File: src/rtl/vga_pkg.sv
// ---------------------------------------------------------------------------
// vga_pkg
// Shared definitions for the VGA display path: default 640x480@60 Hz timing
// constants (porches, sync widths, derived totals and active-area origins),
// RGB444 colour constants used by the pixel generator, the bundle of
// registered display-pin outputs, and a small range-compare helper.
// ---------------------------------------------------------------------------
package vga_pkg;

  // Horizontal timing, in pixel clocks
  localparam int H_SYNC   = 96;
  localparam int H_BP     = 48;
  localparam int H_ACTIVE = 640;
  localparam int H_FP     = 16;

  // Vertical timing, in lines
  localparam int V_SYNC   = 2;
  localparam int V_BP     = 33;
  localparam int V_ACTIVE = 480;
  localparam int V_FP     = 10;

  localparam int H_TOTAL  = H_SYNC + H_BP + H_ACTIVE + H_FP;  // 800
  localparam int V_TOTAL  = V_SYNC + V_BP + V_ACTIVE + V_FP;  // 525

  // First counter value of the visible area
  localparam int HA0      = H_SYNC + H_BP;                    // 144
  localparam int VA0      = V_SYNC + V_BP;                    // 35

  // Both totals must stay within 1024 so the counters fit in 10 bits
  localparam int CNT_W    = 10;

  typedef logic [11:0] rgb444_t;

  localparam rgb444_t BLACK   = 12'h000;
  localparam rgb444_t WHITE   = 12'hFFF;
  localparam rgb444_t RED     = 12'hF00;
  localparam rgb444_t GREEN   = 12'h0F0;
  localparam rgb444_t BLUE    = 12'h00F;
  localparam rgb444_t YELLOW  = 12'hFF0;
  localparam rgb444_t CYAN    = 12'h0FF;
  localparam rgb444_t MAGENTA = 12'hF0F;
  localparam rgb444_t GRAY    = 12'h888;

  // Everything that leaves the block on the display side, one register stage
  typedef struct packed {
    logic    hsync;
    logic    vsync;
    logic    de;
    logic    frame_start;
    rgb444_t rgb;
  } vga_out_t;

  // Idle pin state: syncs inactive (high), blanked, no frame pulse
  localparam vga_out_t VGA_OUT_IDLE = '{
    hsync:       1'b1,
    vsync:       1'b1,
    de:          1'b0,
    frame_start: 1'b0,
    rgb:         BLACK
  };

  // True when lo <= val < lo+len. Done in int so an end bound of 1024 is
  // still representable.
  function automatic logic in_span(input logic [CNT_W-1:0] val,
                                   input int lo, input int len);
    return (int'(val) >= lo) && (int'(val) < lo + len);
  endfunction

endpackage

File: src/rtl/vga_hv_counter.sv
// ---------------------------------------------------------------------------
// vga_hv_counter
// Horizontal/vertical scan position counters. cnt_h runs 0..H_TOT-1 and wraps;
// cnt_v advances on every cnt_h wrap and itself wraps after V_TOT-1, so the
// last pixel of the last line goes straight to (0,0) with no skipped or
// doubled line.
//
// Ports:
//   vga_clk  in   pixel clock, rising edge
//   rst_n    in   asynchronous active-low reset, counters to 0
//   cnt_h    out  10-bit column position (includes blanking)
//   cnt_v    out  10-bit line position (includes blanking)
// ---------------------------------------------------------------------------
module vga_hv_counter
  import vga_pkg::*;
#(
  parameter int H_TOT = H_TOTAL,
  parameter int V_TOT = V_TOTAL
) (
  input  logic             vga_clk,
  input  logic             rst_n,
  output logic [CNT_W-1:0] cnt_h,
  output logic [CNT_W-1:0] cnt_v
);

  logic [CNT_W-1:0] cnt_h_reg, cnt_h_next;
  logic [CNT_W-1:0] cnt_v_reg, cnt_v_next;
  logic             h_last, v_last;

  always_comb begin
    h_last     = (cnt_h_reg == CNT_W'(H_TOT - 1));
    v_last     = (cnt_v_reg == CNT_W'(V_TOT - 1));
    cnt_h_next = h_last ? '0 : cnt_h_reg + 1'b1;
    cnt_v_next = cnt_v_reg;
    if (h_last) begin
      cnt_v_next = v_last ? '0 : cnt_v_reg + 1'b1;
    end
  end

  always_ff @(posedge vga_clk or negedge rst_n) begin
    if (!rst_n) begin
      cnt_h_reg <= '0;
      cnt_v_reg <= '0;
    end else begin
      cnt_h_reg <= cnt_h_next;
      cnt_v_reg <= cnt_v_next;
    end
  end

  assign cnt_h = cnt_h_reg;
  assign cnt_v = cnt_v_reg;

endmodule

File: src/rtl/vga_timing_ctrl.sv
// ---------------------------------------------------------------------------
// vga_timing_ctrl
// 640x480@60 Hz VGA timing generator and display-pin driver. Issues the next
// pixel coordinate to the colour generator one clock ahead of the visible
// area, takes the generator's registered colour back, and registers
// hsync/vsync/de/rgb/frame_start together so they stay mutually aligned.
//
// Ports:
//   vga_clk      in   pixel clock (25.175 MHz), rising edge
//   rst_n        in   asynchronous active-low reset
//   pix_data     in   RGB444 colour for the previously requested pixel
//   pix_x        out  requested column (0 outside the request window)
//   pix_y        out  requested row    (0 outside the request window)
//   hsync        out  horizontal sync, active-low, registered
//   vsync        out  vertical sync, active-low, registered
//   de           out  display enable, registered
//   rgb          out  colour to the DAC, black when not displaying
//   frame_start  out  one-clock pulse on the first clock of each frame
//
// Build option:
//   VGA_TIMING_CTRL_BORDER_EN  when defined, the outermost visible rows and
//                              columns are forced to white.
// ---------------------------------------------------------------------------
module vga_timing_ctrl
  import vga_pkg::*;
#(
  parameter int H_SYNC   = vga_pkg::H_SYNC,
  parameter int H_BP     = vga_pkg::H_BP,
  parameter int H_ACTIVE = vga_pkg::H_ACTIVE,
  parameter int H_FP     = vga_pkg::H_FP,
  parameter int V_SYNC   = vga_pkg::V_SYNC,
  parameter int V_BP     = vga_pkg::V_BP,
  parameter int V_ACTIVE = vga_pkg::V_ACTIVE,
  parameter int V_FP     = vga_pkg::V_FP
) (
  input  logic             vga_clk,
  input  logic             rst_n,
  input  logic [11:0]      pix_data,
  output logic [CNT_W-1:0] pix_x,
  output logic [CNT_W-1:0] pix_y,
  output logic             hsync,
  output logic             vsync,
  output logic             de,
  output logic [11:0]      rgb,
  output logic             frame_start
);

  localparam int H_TOT     = H_SYNC + H_BP + H_ACTIVE + H_FP;
  localparam int V_TOT     = V_SYNC + V_BP + V_ACTIVE + V_FP;
  localparam int HA_START  = H_SYNC + H_BP;
  localparam int VA_START  = V_SYNC + V_BP;
  // The generator has one clock of latency, so requests run one column early
  localparam int REQ_START = HA_START - 1;

  // ---------------------------------------------------------------------
  // Scan position
  // ---------------------------------------------------------------------
  logic [CNT_W-1:0] cnt_h, cnt_v;

  vga_hv_counter #(
    .H_TOT (H_TOT),
    .V_TOT (V_TOT)
  ) u_hv_counter (
    .vga_clk (vga_clk),
    .rst_n   (rst_n),
    .cnt_h   (cnt_h),
    .cnt_v   (cnt_v)
  );

  // ---------------------------------------------------------------------
  // Window decode on the current counter value
  // ---------------------------------------------------------------------
  logic h_req, h_act, v_act, active, in_req;

  always_comb begin
    h_req  = in_span(cnt_h, REQ_START, H_ACTIVE);
    h_act  = in_span(cnt_h, HA_START, H_ACTIVE);
    v_act  = in_span(cnt_v, VA_START, V_ACTIVE);
    active = h_act && v_act;
    in_req = h_req && v_act;
  end

  // Coordinates are combinational so the generator can register its colour
  // in the same clock that the request is presented.
  assign pix_x = in_req ? (cnt_h - CNT_W'(REQ_START)) : '0;
  assign pix_y = in_req ? (cnt_v - CNT_W'(VA_START))  : '0;

  // ---------------------------------------------------------------------
  // Colour path. pix_data arriving now belongs to column cnt_h-HA_START,
  // so gating it with 'active' of the current counter keeps rgb aligned
  // with de and the syncs.
  // ---------------------------------------------------------------------
  rgb444_t pix_gated;
  rgb444_t rgb_sel;

  genvar gi;
  generate
    for (gi = 0; gi < 12; gi++) begin : g_gate
      assign pix_gated[gi] = pix_data[gi] & active;
    end
  endgenerate

`ifdef VGA_TIMING_CTRL_BORDER_EN
  // Edge detection on the current counter is equivalent to comparing the
  // one-clock-delayed request coordinate against 0 and the last index.
  logic border;

  always_comb begin
    border = active &&
             ((cnt_h == CNT_W'(HA_START))                ||
              (cnt_h == CNT_W'(HA_START + H_ACTIVE - 1)) ||
              (cnt_v == CNT_W'(VA_START))                ||
              (cnt_v == CNT_W'(VA_START + V_ACTIVE - 1)));
  end

  assign rgb_sel = border ? WHITE : pix_gated;
`else
  assign rgb_sel = pix_gated;
`endif

  // ---------------------------------------------------------------------
  // Output register stage
  // ---------------------------------------------------------------------
  vga_out_t out_reg, out_next;

  always_comb begin
    out_next             = VGA_OUT_IDLE;
    out_next.hsync       = !in_span(cnt_h, 0, H_SYNC);
    out_next.vsync       = !in_span(cnt_v, 0, V_SYNC);
    out_next.de          = active;
    out_next.frame_start = (cnt_h == '0) && (cnt_v == '0);
    out_next.rgb         = rgb_sel;
  end

  always_ff @(posedge vga_clk or negedge rst_n) begin
    if (!rst_n) begin
      out_reg <= VGA_OUT_IDLE;
    end else begin
      out_reg <= out_next;
    end
  end

  assign hsync       = out_reg.hsync;
  assign vsync       = out_reg.vsync;
  assign de          = out_reg.de;
  assign rgb         = out_reg.rgb;
  assign frame_start = out_reg.frame_start;

endmodule

File: config.mk
export PLATFORM = sky130hd
export DESIGN_NAME = vga_timing_ctrl
export DESIGN_NICKNAME = d
export VERILOG_FILES = /design/src/rtl/vga_pkg.sv /design/src/rtl/vga_hv_counter.sv /design/src/rtl/vga_timing_ctrl.sv
export SDC_FILE = /design/constraint.sdc
export NUM_CORES = 1
export LEC_CHECK = 0
export ABC_CLOCK_PERIOD_IN_PS = 3000
export BUFFER_PORTS_ARGS = -buffer_cell sky130_fd_sc_hd__buf_2
export CAP_MARGIN = 20
export CORE_MARGIN = 1.5
export CORE_UTILIZATION = 40
export CTS_CLUSTER_SIZE = 25
export DETAILED_ROUTE_END_ITERATION = 8
export HOLD_SLACK_MARGIN = 0.06
export PLACE_DENSITY = 0.6
export SETUP_SLACK_MARGIN = 0.4
export SKIP_LAST_GASP = 1
export SLEW_MARGIN = 20
export SYNTH_ARGS = -nofsm -noshare
export SYNTH_HDL_FRONTEND = slang
export SYNTH_SLANG_ARGS = --single-unit
File: constraint.sdc
create_clock -name vga_clk -period 3 [get_ports vga_clk]
set_input_delay 0 -clock vga_clk [delete_from_list [all_inputs] [get_ports vga_clk]]
set_output_delay 0 -clock vga_clk [all_outputs]
set_load 0.005 [all_outputs]
==> results by group <==
Outcome
  • Outcome: finished clean

Route
  • Average wire length per cell after detail routing: 14.4 um
  • DRC violations left: 0
  • Detailed-route via count: 1,759
  • Post-DRT Antenna Nets: 0
  • Detailed-routing iteration count for the pre-antenna-repair pass: 4
  • Via density: 5.19
  • Total detailed-routing wirelength: 4880 um
  • Number of violations reported at the end of detailed-routing iteration 0: 99

Global route
  • Number of antenna violations at the first check in global routing: 0
  • Overall Global Routing Usage: 18.3%
  • Global-route wire length before repair: 7820 um
  • Grt ovf: 0
  • Number of global-route vias before repair: 1,637
  • Largest net degree at the start of global routing: 37

Die
  • Top-Level Pins: 50
  • Area of the die: 5690 sq um
  • Floorplan Core Area: 5070 sq um
  • Starting Density: 41.3%
  • Floorplan row count: 26
  • Die extent in x: 75.4 um
  • Die height: 75.4 um

Clocking
  • Clock tree sinks: 36
  • Source-to-sink clock delay at the later pin of the worst-skew pair: 0.29 ns
  • CTS tree: yes
  • Max H-tree Level: 2
  • CTS max path bufs: 2
  • Number of buffers added by the clock tree synthesis step: 5
  • Post-CTS setup buffers: 0
  • Register clock-pin slew on the reported worst setup and hold paths: 0.08 ns
  • Clock root buffer: sky130_fd_sc_hd__clkbuf_8

Timing
  • Aggregate negative setup slack: 0 ns
  • Final worst hold slack: 0.333 ns
  • Count of pins over their slew limit: 0
  • Highest achievable clock rate: 408 MHz
  • Fin crit share: 81.7%
  • Unrepaired setup endpoints after global routing: no
  • Final count of hold timing violations: 0
  • Least-Margin Pin Slew: 0.799 ns
  • Final worst slack: 0.550 ns
  • Slew Limit Headroom: 46.7%
  • Post-layout minimum cycle time: 2.45 ns
  • Worst-case clock skew: 0.00524 ns
  • Final setup vio count: 0

Power
  • Leakage power total: 1.29 nW
  • Peak VDD IR: 216 uV
  • Total power density per cell area: 363 nW/um^2

Finish
  • Non-Filler Cell Area, Final: 2600 sq um
  • Core utilization of the finished layout: 51.3%
  • Number of antenna cells inserted: 0
  • Total Nets Final: 286
  • Area growth, synth to finish: 24.0%
  • Number of flip-flops in the largest register: 12
  • Fillcell total: 502
  • Proportion of layout cells with a drive suffix above 1: 27.9%

Yosys
  • Number of distinct library cell variants in the gate-level netlist after synthesis: 51
  • Netlist Area Pre-Place: 2100 sq um
  • Async set or reset register ratio after synthesis: 100%
  • Number of flops mapped to enable cells by yosys: 0
  • Number of nets produced by synthesis: 235
  • Fraction of the yosys area taken by sequential cells: 43.1%
  • Yosys synthesis warning count: 0
  • Total of flip-flops plus latches after synthesis: 36
  • Post-synthesis average cell area: 9.66 sq um
  • Ys flop type: sky130_fd_sc_hd__dfrtp_1
  • Number of standard cells after synthesis: 217

Placement
  • Post-Place Worst Slack: 0.775 ns
  • HPWL after DPL: 3280 um
  • Final GP Congestion: 0.807
  • Cell Area, Placed: 2340 sq um
  • Total of buffers placed on input and output ports: 49

Run
  • # Max-Cap Violations: 0

Critical path
  • Endpoint kind of the worst setup timing path: output pin
  • Data arrival at the endpoint of the critical path: 2.45 ns
  • Critical path fanouts, max: 12
  • Startpoint Class: register
  • Kind of critical path: register to output pin
  • Critical Path RT: 3.00 ns

Hold path
  • Class of the tightest hold or removal check: primary input to asynchronous set/reset pin
-- area by class of cell --
| class | count | area [sq um] | share of cell area (%) |
|---|---|---|---|
| Clock buffer | 5 | 68.8 | 2.65 |
| Clock inverter | 3 | 42.5 | 1.64 |
| Inverter | 10 | 37.5 | 1.44 |
| Multi-Input combinational cell | 151 | 1070 | 41.2 |
| Sequential cell | 36 | 903 | 34.7 |
| Tap cell | 70 | 87.6 | 3.37 |
| Timing Repair Buffer | 64 | 390 | 15.0 |
-- placed cells by master (no fill, tap or decap), types with 3 or more instances in the layout --
cell type and count:
sky130_fd_sc_hd__nand3_1 10, sky130_fd_sc_hd__inv_1 10, sky130_fd_sc_hd__and2_1 13, sky130_fd_sc_hd__ha_1 4, sky130_fd_sc_hd__mux2i_1 3, sky130_fd_sc_hd__clkbuf_8 5
sky130_fd_sc_hd__xnor2_1 13, sky130_fd_sc_hd__and4_1 3, sky130_fd_sc_hd__or3_1 4, sky130_fd_sc_hd__nor3_1 20, sky130_fd_sc_hd__nand2_1 12, sky130_fd_sc_hd__dfrtp_1 34
sky130_fd_sc_hd__o21ai_0 5, sky130_fd_sc_hd__nor2_1 11, sky130_fd_sc_hd__a21oi_1 5, sky130_fd_sc_hd__nor4_1 4, sky130_fd_sc_hd__buf_2 49, sky130_fd_sc_hd__nand4_1 4
sky130_fd_sc_hd__xor2_1 6, sky130_fd_sc_hd__dlygate4sd3_1 13, sky130_fd_sc_hd__and3_1 3
-- synth_stat cells, drive strengths merged (3+ instances only) --
| master | number | area (sq um) |
|---|---|---|
| and3 | 3 | 18.8 |
| dfrtp | 34 | 851 |
| nor4 | 6 | 58.8 |
| or3 | 5 | 36.3 |
| o41ai | 3 | 45.1 |
| nand3 | 10 | 50.1 |
| xor2 | 6 | 52.6 |
| nor3b | 3 | 27.5 |
| o21ai | 6 | 30.0 |
| clkbuf | 5 | 21.3 |
| nand2 | 12 | 45.0 |
| nor3 | 22 | 120 |
| xnor2 | 13 | 114 |
| mux2i | 3 | 30.0 |
| and4 | 3 | 26.3 |
| nand4 | 4 | 25.0 |
| nor2 | 11 | 41.3 |
| ha | 4 | 50.1 |
| inv | 10 | 37.5 |
| a21oi | 5 | 25.0 |
| and2 | 13 | 81.3 |
| buf | 15 | 91.3 |
-- repair_timing --
item | in CTS | in global routing
endpoints found under the hold margin | 46 | 0
hold buffers | 13 | 0
endpoints found under the setup margin | 0 | 12
resized for setup | 0 | 2
-- critical path: stages (launching register included) --
cell,delay (ns)
sky130_fd_sc_hd__dfrtp_1,0.43
sky130_fd_sc_hd__ha_1,0.37
sky130_fd_sc_hd__nor4_2,0.25
sky130_fd_sc_hd__and4b_1,0.31
sky130_fd_sc_hd__o22ai_4,0.15
sky130_fd_sc_hd__buf_4,0.25
sky130_fd_sc_hd__nor4_4,0.25
sky130_fd_sc_hd__buf_2,0.14
-- path summary, 6_finish.rpt --
path	start	end	depth (start not counted)	slack, ns
max in group asynchronous	rst_n	u_hv_counter.cnt_h[7]	2	2.16
worst min register to register	u_hv_counter.cnt_h[0]	u_hv_counter.cnt_h[0]	1	0.57
worst min-delay path	rst_n	rgb[0]	2	0.33
worst max register to register	u_hv_counter.cnt_v[0]	rgb[3]	5	0.95
min in group vga_clk	pix_data[9]	rgb[9]	3	0.44
worst max-delay path	u_hv_counter.cnt_v[0]	pix_x[7]	7	0.55
-- cells by family (layout without fill, tap and decap cells) --
family | count (synthesis) | count (layout) | share of synthesized area [%]
AOI/OAI and AO/OA | 26 | 26 | 9.61
xor gates and xnor gates | 19 | 19 | 7.94
adders and majority gates | 4 | 4 | 2.39
buffers and inverters | 30 | 82 | 7.16
DFF | 36 | 36 | 43.1
muxes | 4 | 4 | 1.97
and+or+nand+nor | 98 | 98 | 27.9
-- metrics by stage --
step / cells / total power [mW]
finish: 339 / 0.943
global route: 339 / 0.982
CTS: 339 / 0.952
detailed placement: 318 / 0.512
global placement: 318 / 0.512
floorplan: 217 / 0.495
-- report_power, final --
group / internal [mW] / switching [mW] / total, mW
logic: 0.0169 / 0.0128 / 0.0297
clock network: 0.246 / 0.183 / 0.429
registers: 0.485 / 0 / 0.485
total: 0.748 / 0.196 / 0.943
-- routing by layer --
metal / global-route usage (%) / wire length, um / part of all wire [%] / vias to the layer above
li1: - / - / - / 858
met1: 23.3 / 2190 / 45 / 869
met2: 32.1 / 2500 / 51 / 27
met3: 3.17 / 146 / 3.0 / 5
met4: 4.76 / 42 / 0.86 / 0
met5: 0 / 0 / 0 / -
Note: power is estimated with default switching activity, not from simulation.
